[config.mk]
export PLATFORM = sky130hd
export DESIGN_NAME = xbar_arb_2x2_flat
export DESIGN_NICKNAME = d
export VERILOG_FILES = /design/src/rtl/xbar_arb_2x2_pkg.sv /design/src/rtl/xbar_arb_2x2_if.sv /design/src/rtl/Crossbar_2x2_4bit.sv /design/src/rtl/xbar_arb_2x2_rr_ptr_2.sv /design/src/rtl/xbar_arb_2x2.sv /design/src/flat_wrapper.sv
export SDC_FILE = /design/constraint.sdc
export NUM_CORES = 1
export LEC_CHECK = 0
export ABC_AREA = 1
export BUFFER_PORTS_ARGS = -buffer_cell sky130_fd_sc_hd__buf_4
export CAP_MARGIN = 0
export CORE_MARGIN = 1
export CORE_UTILIZATION = 45
export DETAILED_ROUTE_END_ITERATION = 12
export PLACE_DENSITY = 0.73
export SLEW_MARGIN = 25
export SYNTH_ARGS = -nofsm -noshare
export SYNTH_HDL_FRONTEND = slang
export SYNTH_SLANG_ARGS = --single-unit
[constraint.sdc]
create_clock -name clk -period 1.4 [get_ports clk]
set_input_delay 0.21 -clock clk [delete_from_list [all_inputs] [get_ports clk]]
set_output_delay 0.21 -clock clk [all_outputs]
set_load 0.02 [all_outputs]
[src/rtl/xbar_arb_2x2_pkg.sv]
// Shared constants and types for the 2x2 crossbar arbiter.
// Encodings for the crossbar select, the destination tags and the priority pointer.
package xbar_arb_2x2_pkg;

  localparam int DW_DEFAULT = 4;

  localparam logic CTRL_STRAIGHT = 1'b0;
  localparam logic CTRL_SWAP     = 1'b1;

  localparam logic DEST_OUT1 = 1'b0;
  localparam logic DEST_OUT2 = 1'b1;

  typedef enum logic {
    PRIO_IN1 = 1'b0,
    PRIO_IN2 = 1'b1
  } prio_e;

endpackage

[src/rtl/xbar_arb_2x2_if.sv]
// Handshake bundle between the two producer lanes, the arbiter and the two consumer lanes.
// The master modport is the surrounding environment; the slave modport is the arbiter.
interface xbar_arb_2x2_if
  import xbar_arb_2x2_pkg::*;
#(
  parameter int DW    = DW_DEFAULT,
  parameter int CNT_W = 8
);

  logic          in1_valid;
  logic          in1_dest;
  logic [DW-1:0] in1_data;
  logic          in1_ready;
  logic          in2_valid;
  logic          in2_dest;
  logic [DW-1:0] in2_data;
  logic          in2_ready;

  logic          out1_valid;
  logic [DW-1:0] out1_data;
  logic          out1_ready;
  logic          out2_valid;
  logic [DW-1:0] out2_data;
  logic          out2_ready;

  logic             control;
  logic [CNT_W-1:0] conflict_cnt;

  modport master (
    output in1_valid, in1_dest, in1_data, in2_valid, in2_dest, in2_data,
    output out1_ready, out2_ready,
    input  in1_ready, in2_ready,
    input  out1_valid, out1_data, out2_valid, out2_data,
    input  control, conflict_cnt
  );

  modport slave (
    input  in1_valid, in1_dest, in1_data, in2_valid, in2_dest, in2_data,
    input  out1_ready, out2_ready,
    output in1_ready, in2_ready,
    output out1_valid, out1_data, out2_valid, out2_data,
    output control, conflict_cnt
  );

endinterface

[src/rtl/Crossbar_2x2_4bit.sv]
// Existing 2x2 4-bit crossbar: control=0 passes straight, control=1 swaps the lanes.
module Crossbar_2x2_4bit (
  input  logic [3:0] in1,
  input  logic [3:0] in2,
  input  logic       control,
  output logic [3:0] out1,
  output logic [3:0] out2
);

  assign out1 = control ? in2 : in1;
  assign out2 = control ? in1 : in2;

endmodule

[src/rtl/xbar_arb_2x2_rr_ptr_2.sv]
// Two-way round-robin pointer: names the requester that wins a same-port contention.
// After a contention that produced a grant, priority passes to the other requester.
module rr_ptr_2
  import xbar_arb_2x2_pkg::*;
(
  input  logic clk,
  input  logic rst,
  input  logic advance_i,
  output logic win_in2_o
);

  prio_e ptr_q, ptr_d;

  always_comb begin
    ptr_d = ptr_q;
    if (advance_i) begin
      ptr_d = (ptr_q == PRIO_IN1) ? PRIO_IN2 : PRIO_IN1;
    end
  end

  always_ff @(posedge clk) begin
    if (rst) begin
      ptr_q <= PRIO_IN1;
    end else begin
      ptr_q <= ptr_d;
    end
  end

  assign win_in2_o = (ptr_q == PRIO_IN2);

endmodule

[src/rtl/xbar_arb_2x2.sv]
// Round-robin arbiter and scheduler for the 2x2 crossbar, with a one-entry
// output register per port and valid/ready handshakes on both sides.
module xbar_arb_2x2
  import xbar_arb_2x2_pkg::*;
#(
  parameter int DW    = DW_DEFAULT,
  parameter int CNT_W = 8
) (
  input logic           clk,
  input logic           rst,
  xbar_arb_2x2_if.slave bus
);

  logic avail1, avail2;
  logic tgt_avail1, tgt_avail2;
  logic same_dest;
  logic win_in2;
  logic grant1, grant2;
  logic contend_won;
  logic load1, load2;
  logic ctrl_d, ctrl_q;

  logic [3:0] xbar_out1, xbar_out2;

  logic             out1_valid_q, out1_valid_d;
  logic             out2_valid_q, out2_valid_d;
  logic [DW-1:0]    out1_data_q, out1_data_d;
  logic [DW-1:0]    out2_data_q, out2_data_d;
  logic [CNT_W-1:0] conflict_cnt_q, conflict_cnt_d;

  // A full register being drained this cycle can take a new word in the same cycle.
  always_comb begin
    avail1      = !out1_valid_q | bus.out1_ready;
    avail2      = !out2_valid_q | bus.out2_ready;
    tgt_avail1  = (bus.in1_dest == DEST_OUT2) ? avail2 : avail1;
    tgt_avail2  = (bus.in2_dest == DEST_OUT2) ? avail2 : avail1;
    same_dest   = bus.in1_valid & bus.in2_valid & (bus.in1_dest == bus.in2_dest);
    grant1      = !rst & bus.in1_valid & tgt_avail1 & (!same_dest | !win_in2);
    grant2      = !rst & bus.in2_valid & tgt_avail2 & (!same_dest |  win_in2);
    contend_won = same_dest & (grant1 | grant2);
  end

  always_comb begin
    ctrl_d = ctrl_q;
    if (grant1) begin
      ctrl_d = (bus.in1_dest == DEST_OUT2) ? CTRL_SWAP : CTRL_STRAIGHT;
    end else if (grant2) begin
      ctrl_d = (bus.in2_dest == DEST_OUT1) ? CTRL_SWAP : CTRL_STRAIGHT;
    end
  end

  rr_ptr_2 u_rr_ptr (
    .clk       (clk),
    .rst       (rst),
    .advance_i (contend_won),
    .win_in2_o (win_in2)
  );

  Crossbar_2x2_4bit u_crossbar (
    .in1     (bus.in1_data),
    .in2     (bus.in2_data),
    .control (ctrl_d),
    .out1    (xbar_out1),
    .out2    (xbar_out2)
  );

  always_comb begin
    load1 = (grant1 & (bus.in1_dest == DEST_OUT1)) | (grant2 & (bus.in2_dest == DEST_OUT1));
    load2 = (grant1 & (bus.in1_dest == DEST_OUT2)) | (grant2 & (bus.in2_dest == DEST_OUT2));

    out1_valid_d   = out1_valid_q & !bus.out1_ready;
    out1_data_d    = out1_data_q;
    out2_valid_d   = out2_valid_q & !bus.out2_ready;
    out2_data_d    = out2_data_q;
    conflict_cnt_d = conflict_cnt_q;

    if (load1) begin
      out1_valid_d = 1'b1;
      out1_data_d  = xbar_out1;
    end
    if (load2) begin
      out2_valid_d = 1'b1;
      out2_data_d  = xbar_out2;
    end
    // Saturate instead of wrapping so a long-running count never reads as low.
    if (contend_won && (conflict_cnt_q != {CNT_W{1'b1}})) begin
      conflict_cnt_d = conflict_cnt_q + CNT_W'(1);
    end
  end

  always_ff @(posedge clk) begin
    if (rst) begin
      out1_valid_q   <= 1'b0;
      out2_valid_q   <= 1'b0;
      out1_data_q    <= '0;
      out2_data_q    <= '0;
      conflict_cnt_q <= '0;
      ctrl_q         <= CTRL_STRAIGHT;
    end else begin
      out1_valid_q   <= out1_valid_d;
      out2_valid_q   <= out2_valid_d;
      out1_data_q    <= out1_data_d;
      out2_data_q    <= out2_data_d;
      conflict_cnt_q <= conflict_cnt_d;
      ctrl_q         <= ctrl_d;
    end
  end

  assign bus.in1_ready    = grant1;
  assign bus.in2_ready    = grant2;
  assign bus.out1_valid   = out1_valid_q;
  assign bus.out1_data    = out1_data_q;
  assign bus.out2_valid   = out2_valid_q;
  assign bus.out2_data    = out2_data_q;
  assign bus.control      = ctrl_d;
  assign bus.conflict_cnt = conflict_cnt_q;

endmodule

[src/flat_wrapper.sv]
// flat-port wrapper written by rule: the top's interface ports become plain ports
module xbar_arb_2x2_flat import xbar_arb_2x2_pkg::*;
#(
  parameter int DW    = DW_DEFAULT,
  parameter int CNT_W = 8
)
  (clk, rst, bus_in1_valid, bus_in1_dest, bus_in1_data, bus_in2_valid, bus_in2_dest, bus_in2_data, bus_out1_ready, bus_out2_ready, bus_in1_ready, bus_in2_ready, bus_out1_valid, bus_out1_data, bus_out2_valid, bus_out2_data, bus_control, bus_conflict_cnt);
  xbar_arb_2x2_if #(.DW(DW), .CNT_W(CNT_W)) bus_i ();
  input logic clk;
  input logic rst;
  input wire logic [$bits(bus_i.in1_valid)-1:0] bus_in1_valid;
  input wire logic [$bits(bus_i.in1_dest)-1:0] bus_in1_dest;
  input wire logic [$bits(bus_i.in1_data)-1:0] bus_in1_data;
  input wire logic [$bits(bus_i.in2_valid)-1:0] bus_in2_valid;
  input wire logic [$bits(bus_i.in2_dest)-1:0] bus_in2_dest;
  input wire logic [$bits(bus_i.in2_data)-1:0] bus_in2_data;
  input wire logic [$bits(bus_i.out1_ready)-1:0] bus_out1_ready;
  input wire logic [$bits(bus_i.out2_ready)-1:0] bus_out2_ready;
  output wire logic [$bits(bus_i.in1_ready)-1:0] bus_in1_ready;
  output wire logic [$bits(bus_i.in2_ready)-1:0] bus_in2_ready;
  output wire logic [$bits(bus_i.out1_valid)-1:0] bus_out1_valid;
  output wire logic [$bits(bus_i.out1_data)-1:0] bus_out1_data;
  output wire logic [$bits(bus_i.out2_valid)-1:0] bus_out2_valid;
  output wire logic [$bits(bus_i.out2_data)-1:0] bus_out2_data;
  output wire logic [$bits(bus_i.control)-1:0] bus_control;
  output wire logic [$bits(bus_i.conflict_cnt)-1:0] bus_conflict_cnt;
  assign bus_i.in1_valid = bus_in1_valid;
  assign bus_i.in1_dest = bus_in1_dest;
  assign bus_i.in1_data = bus_in1_data;
  assign bus_i.in2_valid = bus_in2_valid;
  assign bus_i.in2_dest = bus_in2_dest;
  assign bus_i.in2_data = bus_in2_data;
  assign bus_i.out1_ready = bus_out1_ready;
  assign bus_i.out2_ready = bus_out2_ready;
  assign bus_in1_ready = bus_i.in1_ready;
  assign bus_in2_ready = bus_i.in2_ready;
  assign bus_out1_valid = bus_i.out1_valid;
  assign bus_out1_data = bus_i.out1_data;
  assign bus_out2_valid = bus_i.out2_valid;
  assign bus_out2_data = bus_i.out2_data;
  assign bus_control = bus_i.control;
  assign bus_conflict_cnt = bus_i.conflict_cnt;
  xbar_arb_2x2 #(.DW(DW), .CNT_W(CNT_W)) u_core (.clk(clk), .rst(rst), .bus(bus_i));
endmodule
==> results.md, run 1 <==
- Status: finished with violations
- Violated checks: negative setup slack
- Cell count after synthesis: ~170
- Syn_area_per_cell: about 7.3 um^2
- Top_reg_cell synth: dfxtp_1
- Reg2reg path depth: 13
- Final core utilization: between 70% and 80%
- Final nets: 251
- Final instance area: between 1500 and 2000 um^2
- Max-slew headroom: 84.6%
- Via/cell ratio: 5.11
- Critical path peak fanout: 4
- Diode count: 0
- Sequential Power Share: between 30% and 40%
- R2R Path Start: u_core.bus.out1_valid
- Dpl cell area: 1630 um^2
- Clock tree buffer depth: 2
- Final WS setup: -0.223 ns
- Crit path launch: u_core.bus.out1_valid
- Chip height: between 50 and 60 um
- Power Density: roughly 800 nW/um^2
- Vias in the first global route: ~1200
- Worst path arrival time: between 1 and 1.5 ns
- CTS buffer count: 3
- First-pass GRT wire length: just over 5 mm
- Final period utilization: 116%
- Final Hold Viols: 0
- Commonest cells after routing, fill and taps aside: buf_4 (60), nand2_1 (21), inv_1 (19)
- DRT Pass-1 Iters: 4
- Syn Nets: between 150 and 200
- GRT overflow: 0
- WS Path Type: reg2out
- Ys Warns: 0
- Crit path required time: 1.19 ns
- Detail Route Antenna Nets: 0
- Initial antenna violation count: 0
- Post-Synthesis Cell Area: roughly 1200 um^2
- Layout area overhead: 61.8%
- Int Power: 1.10 mW
- Leading cell type in the layout, fill and taps excluded: buf_4
- Slew @ Worst Pin: 0.228 ns
- Num ports: 37
- Post-synth EDFFs: 0
- Met2 usage: between 40 and 50%
- Initial core utilization: approximately 48%
- Hold Buf Count CTS: 0
- RD Place Congestion: roughly 0.80
- Register bit total from synthesis: 20
- Iter 0 DRT Violations: 15
- FMAX: between 600 and 700 MHz
- Worst Clk Skew: 0.0102 ns
- Sequential share of the synthesized area: 33.2%
- Yosys cell types: 26
- Leakage Power: around 0.96 nW
- Rows: 18
- # clock sinks: 20
- Min cycle time layout: around 1.6 ns
- Comb pwr share: between 20 and 30%
- CTS tree: built
- Die Width: between 50 and 60 um
- WL/cell: roughly 13 um
- Share of cells above drive strength 1: about 56%
- GRT Overall Usage: 23.7%
- Critical Path Start Type: flip-flop
- DRC viols: 0
- RR Endpoint: u_core.bus.out2_data[3]
- Maxcap violations: 0
- Sw Pwr: around 460 uW
- Reg2Reg Setup Slack: -0.20 ns
- Worst-skew pair later-pin latency: 0.32 ns
- IO Port Bufs: 36
- Clk pin slew, worst setup/hold paths: 0.12 ns
- Global route hottest layer: met2
- Maximum VDD drop: around 0.00090 V
- H-Tree Depth: 1
- Vias: 1343
- Critical Path End: bus_control
- Switching Fraction: just under 30%
- Root buf cell: clkbuf_4
- Min-Delay Path Class: in2reg
- Count of pins over their slew limit: 0
- Ys async rst share: 0%
- Detailed Route WL: about 3.4 mm
- Largest net degree at the start of global routing: 14
- Dpl hpwl: 2.21 mm
- RSZ-0062 raised after global routing: yes
- Clock power frac: 31.3%
- Met1 Usage GRT: 28.4%
- Core ar.: about 2500 um^2
- Crit end category: output pin
- Final setup vio count: 15
- Met3 track demand over resource: under 10%
- Die area: around 2900 um^2
## power groups by stage
stage	sequential [mW]	combinational, mW	clock, mW
6_report	0.618	0.457	0.491
5_1_grt	0.622	0.492	0.522
4_1_cts	0.619	0.407	0.493
3_5_place_dp	0.630	0.361	0
3_3_place_gp	0.629	0.354	0
2_1_floorplan	0.660	0.172	0
## repair_timing
action	CTS	global route
gates resized for setup	17	29
setup buffers	5	10
setup endpoints to repair	3	20
hold endpoints to repair	0	0
pin swaps	11	14
## per-stage QoR
stage | hold WS (ns) | setup TNS, ns | worst slack (ns) | power [mW] | cells
global placement | 0.472 | -0.0855 | -0.0408 | 0.983 | 244
CTS | 0.162 | -0.745 | -0.225 | 1.52 | 253
global route | 0.154 | -3.14 | -0.306 | 1.64 | 263
finish | 0.165 | -1.58 | -0.223 | 1.57 | 263
detailed placement | 0.490 | -0.443 | -0.0560 | 0.991 | 244
floorplan | 0.362 | 0 | 0.00752 | 0.832 | 165
## routing by layer
metal	vias to the layer above	wire length [um]
li1	671	-
met1	625	1460
met2	42	1770
met3	5	151
met4	0	41
met5	-	0
## sequential cells by signal, summed over array words and instances (netlist names)
signal and count:
u_core.bus.out1_data 4, u_core.bus.conflict_cnt 8, u_core.bus.out2_data 4, u_core.ctrl_q 1, u_core.u_rr_ptr.win_in2_o 1, u_core.bus.out2_valid 1
u_core.bus.out1_valid 1
## worst min-delay path by stage
stage                              start                         to  slack [ns]  cells past startpoint
3_3_place_gp   u_core.u_rr_ptr.win_in2_o  u_core.u_rr_ptr.win_in2_o        0.47                      2
2_1_floorplan            bus_in1_data[0]    u_core.bus.out1_data[0]        0.36                      2
3_5_place_dp   u_core.u_rr_ptr.win_in2_o  u_core.u_rr_ptr.win_in2_o        0.49                      2
4_1_cts                  bus_in1_data[1]    u_core.bus.out1_data[1]        0.16                      3
6_report                 bus_in1_data[3]    u_core.bus.out1_data[3]        0.17                      3
5_1_grt                  bus_in1_data[2]    u_core.bus.out1_data[2]        0.15                      3
## cell families after synthesis
kind of cell	after synthesis	share of synthesized area, %
AO/OA/AOI/OAI	28	14.7
buffers and inverters	28	10.7
adder cells (fa/ha/maj)	1	1.04
AND/OR/NAND/NOR	83	36.7
flip-flops	20	33.2
XOR/XNOR	5	3.63
## Yosys cell counts, types with 2 or more instances
library cell | count | share of area, %
buf_6 | 2 | 1.9
nor2_1 | 11 | 3.4
o21ai_0 | 12 | 5.0
nand2_1 | 32 | 10
nand3_1 | 22 | 9.1
a21oi_2 | 9 | 6.5
o21ai_1 | 4 | 1.7
nand3_2 | 2 | 1.7
a21oi_1 | 2 | 0.83
dfxtp_1 | 20 | 33
inv_2 | 2 | 0.62
xor2_1 | 3 | 2.2
nand2_2 | 5 | 2.6
nand2_4 | 5 | 4.7
inv_1 | 21 | 6.5
nor2_4 | 2 | 1.9
xnor2_1 | 2 | 1.5
## worst max-delay path, cell delays in order, from the launching register on
cell,delay [ns]
dfxtp_2,0.36
nand2_2,0.08
nor2_4,0.05
nor2_4,0.15
nand2_4,0.09
nand2_4,0.08
nand3_4,0.07
nand2_4,0.07
inv_2,0.04
buf_6,0.12
## layout make-up
| class | instances | area [um^2] |
|---|---|---|
| multi-input combinational | 117 | 807 |
| fill | 176 | 548 |
| timing repair buffer | 67 | 538 |
| sequential | 20 | 410 |
| inverter | 25 | 106 |
| tap | 30 | 37.5 |
| clock inverter | 1 | 30.0 |
| clock buffer | 3 | 22.5 |
Note: power is estimated with default switching activity, not from simulation.
==> run 2, diff against run 1 <==
--- a/config.mk
+++ b/config.mk
@@ -9,9 +9,10 @@
 export BUFFER_PORTS_ARGS = -buffer_cell sky130_fd_sc_hd__buf_4
 export CAP_MARGIN = 0
 export CORE_MARGIN = 1
-export CORE_UTILIZATION = 45
+export CORE_UTILIZATION = 47
+export CTS_BUF_LIST = sky130_fd_sc_hd__clkbuf_2 sky130_fd_sc_hd__clkbuf_4 sky130_fd_sc_hd__clkbuf_8
 export DETAILED_ROUTE_END_ITERATION = 12
-export PLACE_DENSITY = 0.73
+export PLACE_DENSITY = 0.76
 export SLEW_MARGIN = 25
 export SYNTH_ARGS = -nofsm -noshare
 export SYNTH_HDL_FRONTEND = slang
==> run 2 against run 1 <==
The run still ends with negative setup slack left. Flip-flop and latch count did not move. Via count rose by 3.2%. First-iteration DRC count rose to 3.0 times the previous value. Final cell count fell by 1.5%. Power rose by 1.0%. Combinational power rose by 4.8%. Critical path type unchanged. Critical endpoint unchanged.
==> results.md, run 2 (synthesis gave the netlist of run 1 again) <==
- Via/cell ratio: 5.35 (+4.8%)
- Clock tree buffer depth: 2 (unchanged)
- CTS buffer count: 3 (unchanged)
- WL/cell: 14.7 um (+13%)
- Layout area overhead: 62.2%
- Slowest-stage cell, CP: dfxtp_1
- Pre-CTS WS: -0.0674 ns (-0.0114 ns)
- Rows: 17 (-1)
- RD Place Congestion: 0.834 (+4.0%)
- CP most frequent cell: nand2_4
- WS Path Type: reg2out
- Power Density: 809 nW/um^2 (+0.76%)
- Diode count: 0 (unchanged)
- Dpl cell area: 1660 um^2 (+2.0%)
- Min-Delay Path Class: in2reg
- Post-Place Cells: 245 (+0.41%)
- Slew @ Worst Pin: 0.288 ns (+0.0596 ns)
- DRT Pass-1 Iters: 4 (unchanged)
- Final period utilization: 118% (+2.2 points)
- Crit-path cells: inv_1 -> nand4_4 -> nand2_4 -> nand2_2 -> nand3_4 -> nand2_4 -> inv_2 -> buf_6
- Worst Clk Skew: 0.0117 ns (+0.00157 ns)
- H-Tree Depth: 1 (unchanged)
- Reg2Reg Setup Slack: -0.22 ns (-0.02 ns)
- Fin cells: 259 (-1.5%)
- Hold Buf Count CTS: 0 (unchanged)
- CTS tree: built
- Largest net degree at the start of global routing: 14 (unchanged)
- Vias: 1386 (+3.2%)
- Maximum VDD drop: 0.000642 V (-29%)
- Vias in the first global route: 1310 (+7.6%)
- Min cycle time layout: 1.65 ns (+0.0311 ns)
- Die area: 2770 um^2 (-4.1%)
- Max FFs per register: 8 (unchanged)
- Leading cell type in the layout, fill and taps excluded: buf_4
- Die Width: 52.7 um (-2.1%)
- Worst path arrival time: 1.44 ns (+0.03 ns)
- Num ports: 37 (unchanged)
- Critical path peak fanout: 4 (unchanged)
- Iter 0 DRT Violations: 45 (+30)
- Count of pins over their slew limit: 0 (unchanged)
- IO Port Bufs: 36 (unchanged)
- Final instance area: 1960 um^2 (+0.26%)
- Detailed Route WL: 3.81 mm (+11%)
- Commonest cells after routing, fill and taps aside: buf_4 (54), nand2_1 (29), inv_1 (19)
- Violated checks: negative setup slack
- Root buf cell: clkbuf_4
- Share of cells above drive strength 1: 51.5% (-4.7 points)
- Chip height: 52.7 um (-2.1%)
- Final setup TNS: -2.67 ns (-1.09 ns)
- Final setup vio count: 20 (+5)
- Dpl hpwl: 2.37 mm (+7.3%)
- Crit end category: output pin
- Worst-skew pair later-pin latency: 0.31 ns (about the same)
- Core ar.: 2320 um^2 (-7.3%)
- Critical Path Start Type: flip-flop
- RSZ-0062 raised after global routing: yes
- First-pass GRT wire length: 5.44 mm (+7.4%)
- FMAX: 605 MHz (-1.9%)
- DRC viols: 0 (unchanged)
- Initial antenna violation count: 0 (unchanged)
- Initial core utilization: 52.0% (+3.8 points)
- Final core utilization: 84.4% (+6.3 points)
- Clk pin slew, worst setup/hold paths: 0.13 ns (about the same)
- Leakage Power: 0.956 nW (-0.22%)
- Final nets: 249 (-0.80%)
- Final Hold Viols: 0 (unchanged)
- GRT overflow: 0 (unchanged)
- Final Total Pwr: 1.58 mW (+1.0%)
- Status: finished with violations
- Detail Route Antenna Nets: 0 (unchanged)
- Crit path required time: 1.19 ns (about the same)
- Maxcap violations: 0 (unchanged)
- # clock sinks: 20 (unchanged)
- Final WS setup: -0.254 ns (-0.0311 ns)
- Fill cells: 130 (-26%)
- Worst hold margin: 0.177 ns (+0.0123 ns)
- CP max stage delay: 0.36 ns (about the same)
- Max-slew headroom: 80.6% (-4.0 points)
- GRT Overall Usage: 26.7% (+3.0 points)
-- run 2: changes by cell type in the layout (fill, tap and decap cells not counted), sizes merged --
| cell | change |
|---|---|
| inv | -1 |
| buf | -3 |
| clkinv | +1 |
| nand2 | +1 |
-- run 2: worst max-delay path, delay by kind of cell, from the launching register on --
family	cells	cell delay, ns
AND/OR/NAND/NOR	5	0.50
buffers and inverters	3	0.26
flip-flops	1	0.36
-- run 2: layer usage --
metal  vias to the layer above  global-route usage [%]  wire length (um)
li1                        671                       -                 -
met1                       657                    30.4              1500
met2                        46                    49.2              2010
met3                        12                    4.35               186
met4                         0                    9.21               104
met5                         -                       0                 0
-- run 2: area by class of cell --
class | instances | area [um^2] | share of cell area (%)
clock buffer | 3 | 22.5 | 1.15
tap | 28 | 35.0 | 1.79
sequential | 20 | 408 | 20.8
timing repair buffer | 64 | 536 | 27.4
inverter | 25 | 101 | 5.18
clock inverter | 1 | 30.0 | 1.53
multi-input combinational | 118 | 825 | 42.1
-- run 2: worst paths after layout --
check                                   from                         end  depth (start not counted)
hold / removal                           rst   u_core.u_rr_ptr.win_in2_o                          3
setup / recovery   u_core.u_rr_ptr.win_in2_o                 bus_control                          8
setup reg to reg       u_core.bus.out2_valid  u_core.bus.conflict_cnt[5]                         11
hold reg to reg   u_core.bus.conflict_cnt[0]  u_core.bus.conflict_cnt[0]                          2
-- run 2: power breakdown --
part | switching (mW) | internal [mW] | total [mW]
Clock | 0.193 | 0.289 | 0.483
Sequential | 0.0219 | 0.599 | 0.621
Combinational | 0.259 | 0.220 | 0.479
Total | 0.475 | 1.11 | 1.58
-- run 2: repair_timing --
action | in CTS | in global routing
pin swaps | 10 | 11
gates resized for setup | 25 | 16
setup endpoints to repair | 9 | 21
buffers inserted | 5 | 5
cloned | 0 | 1
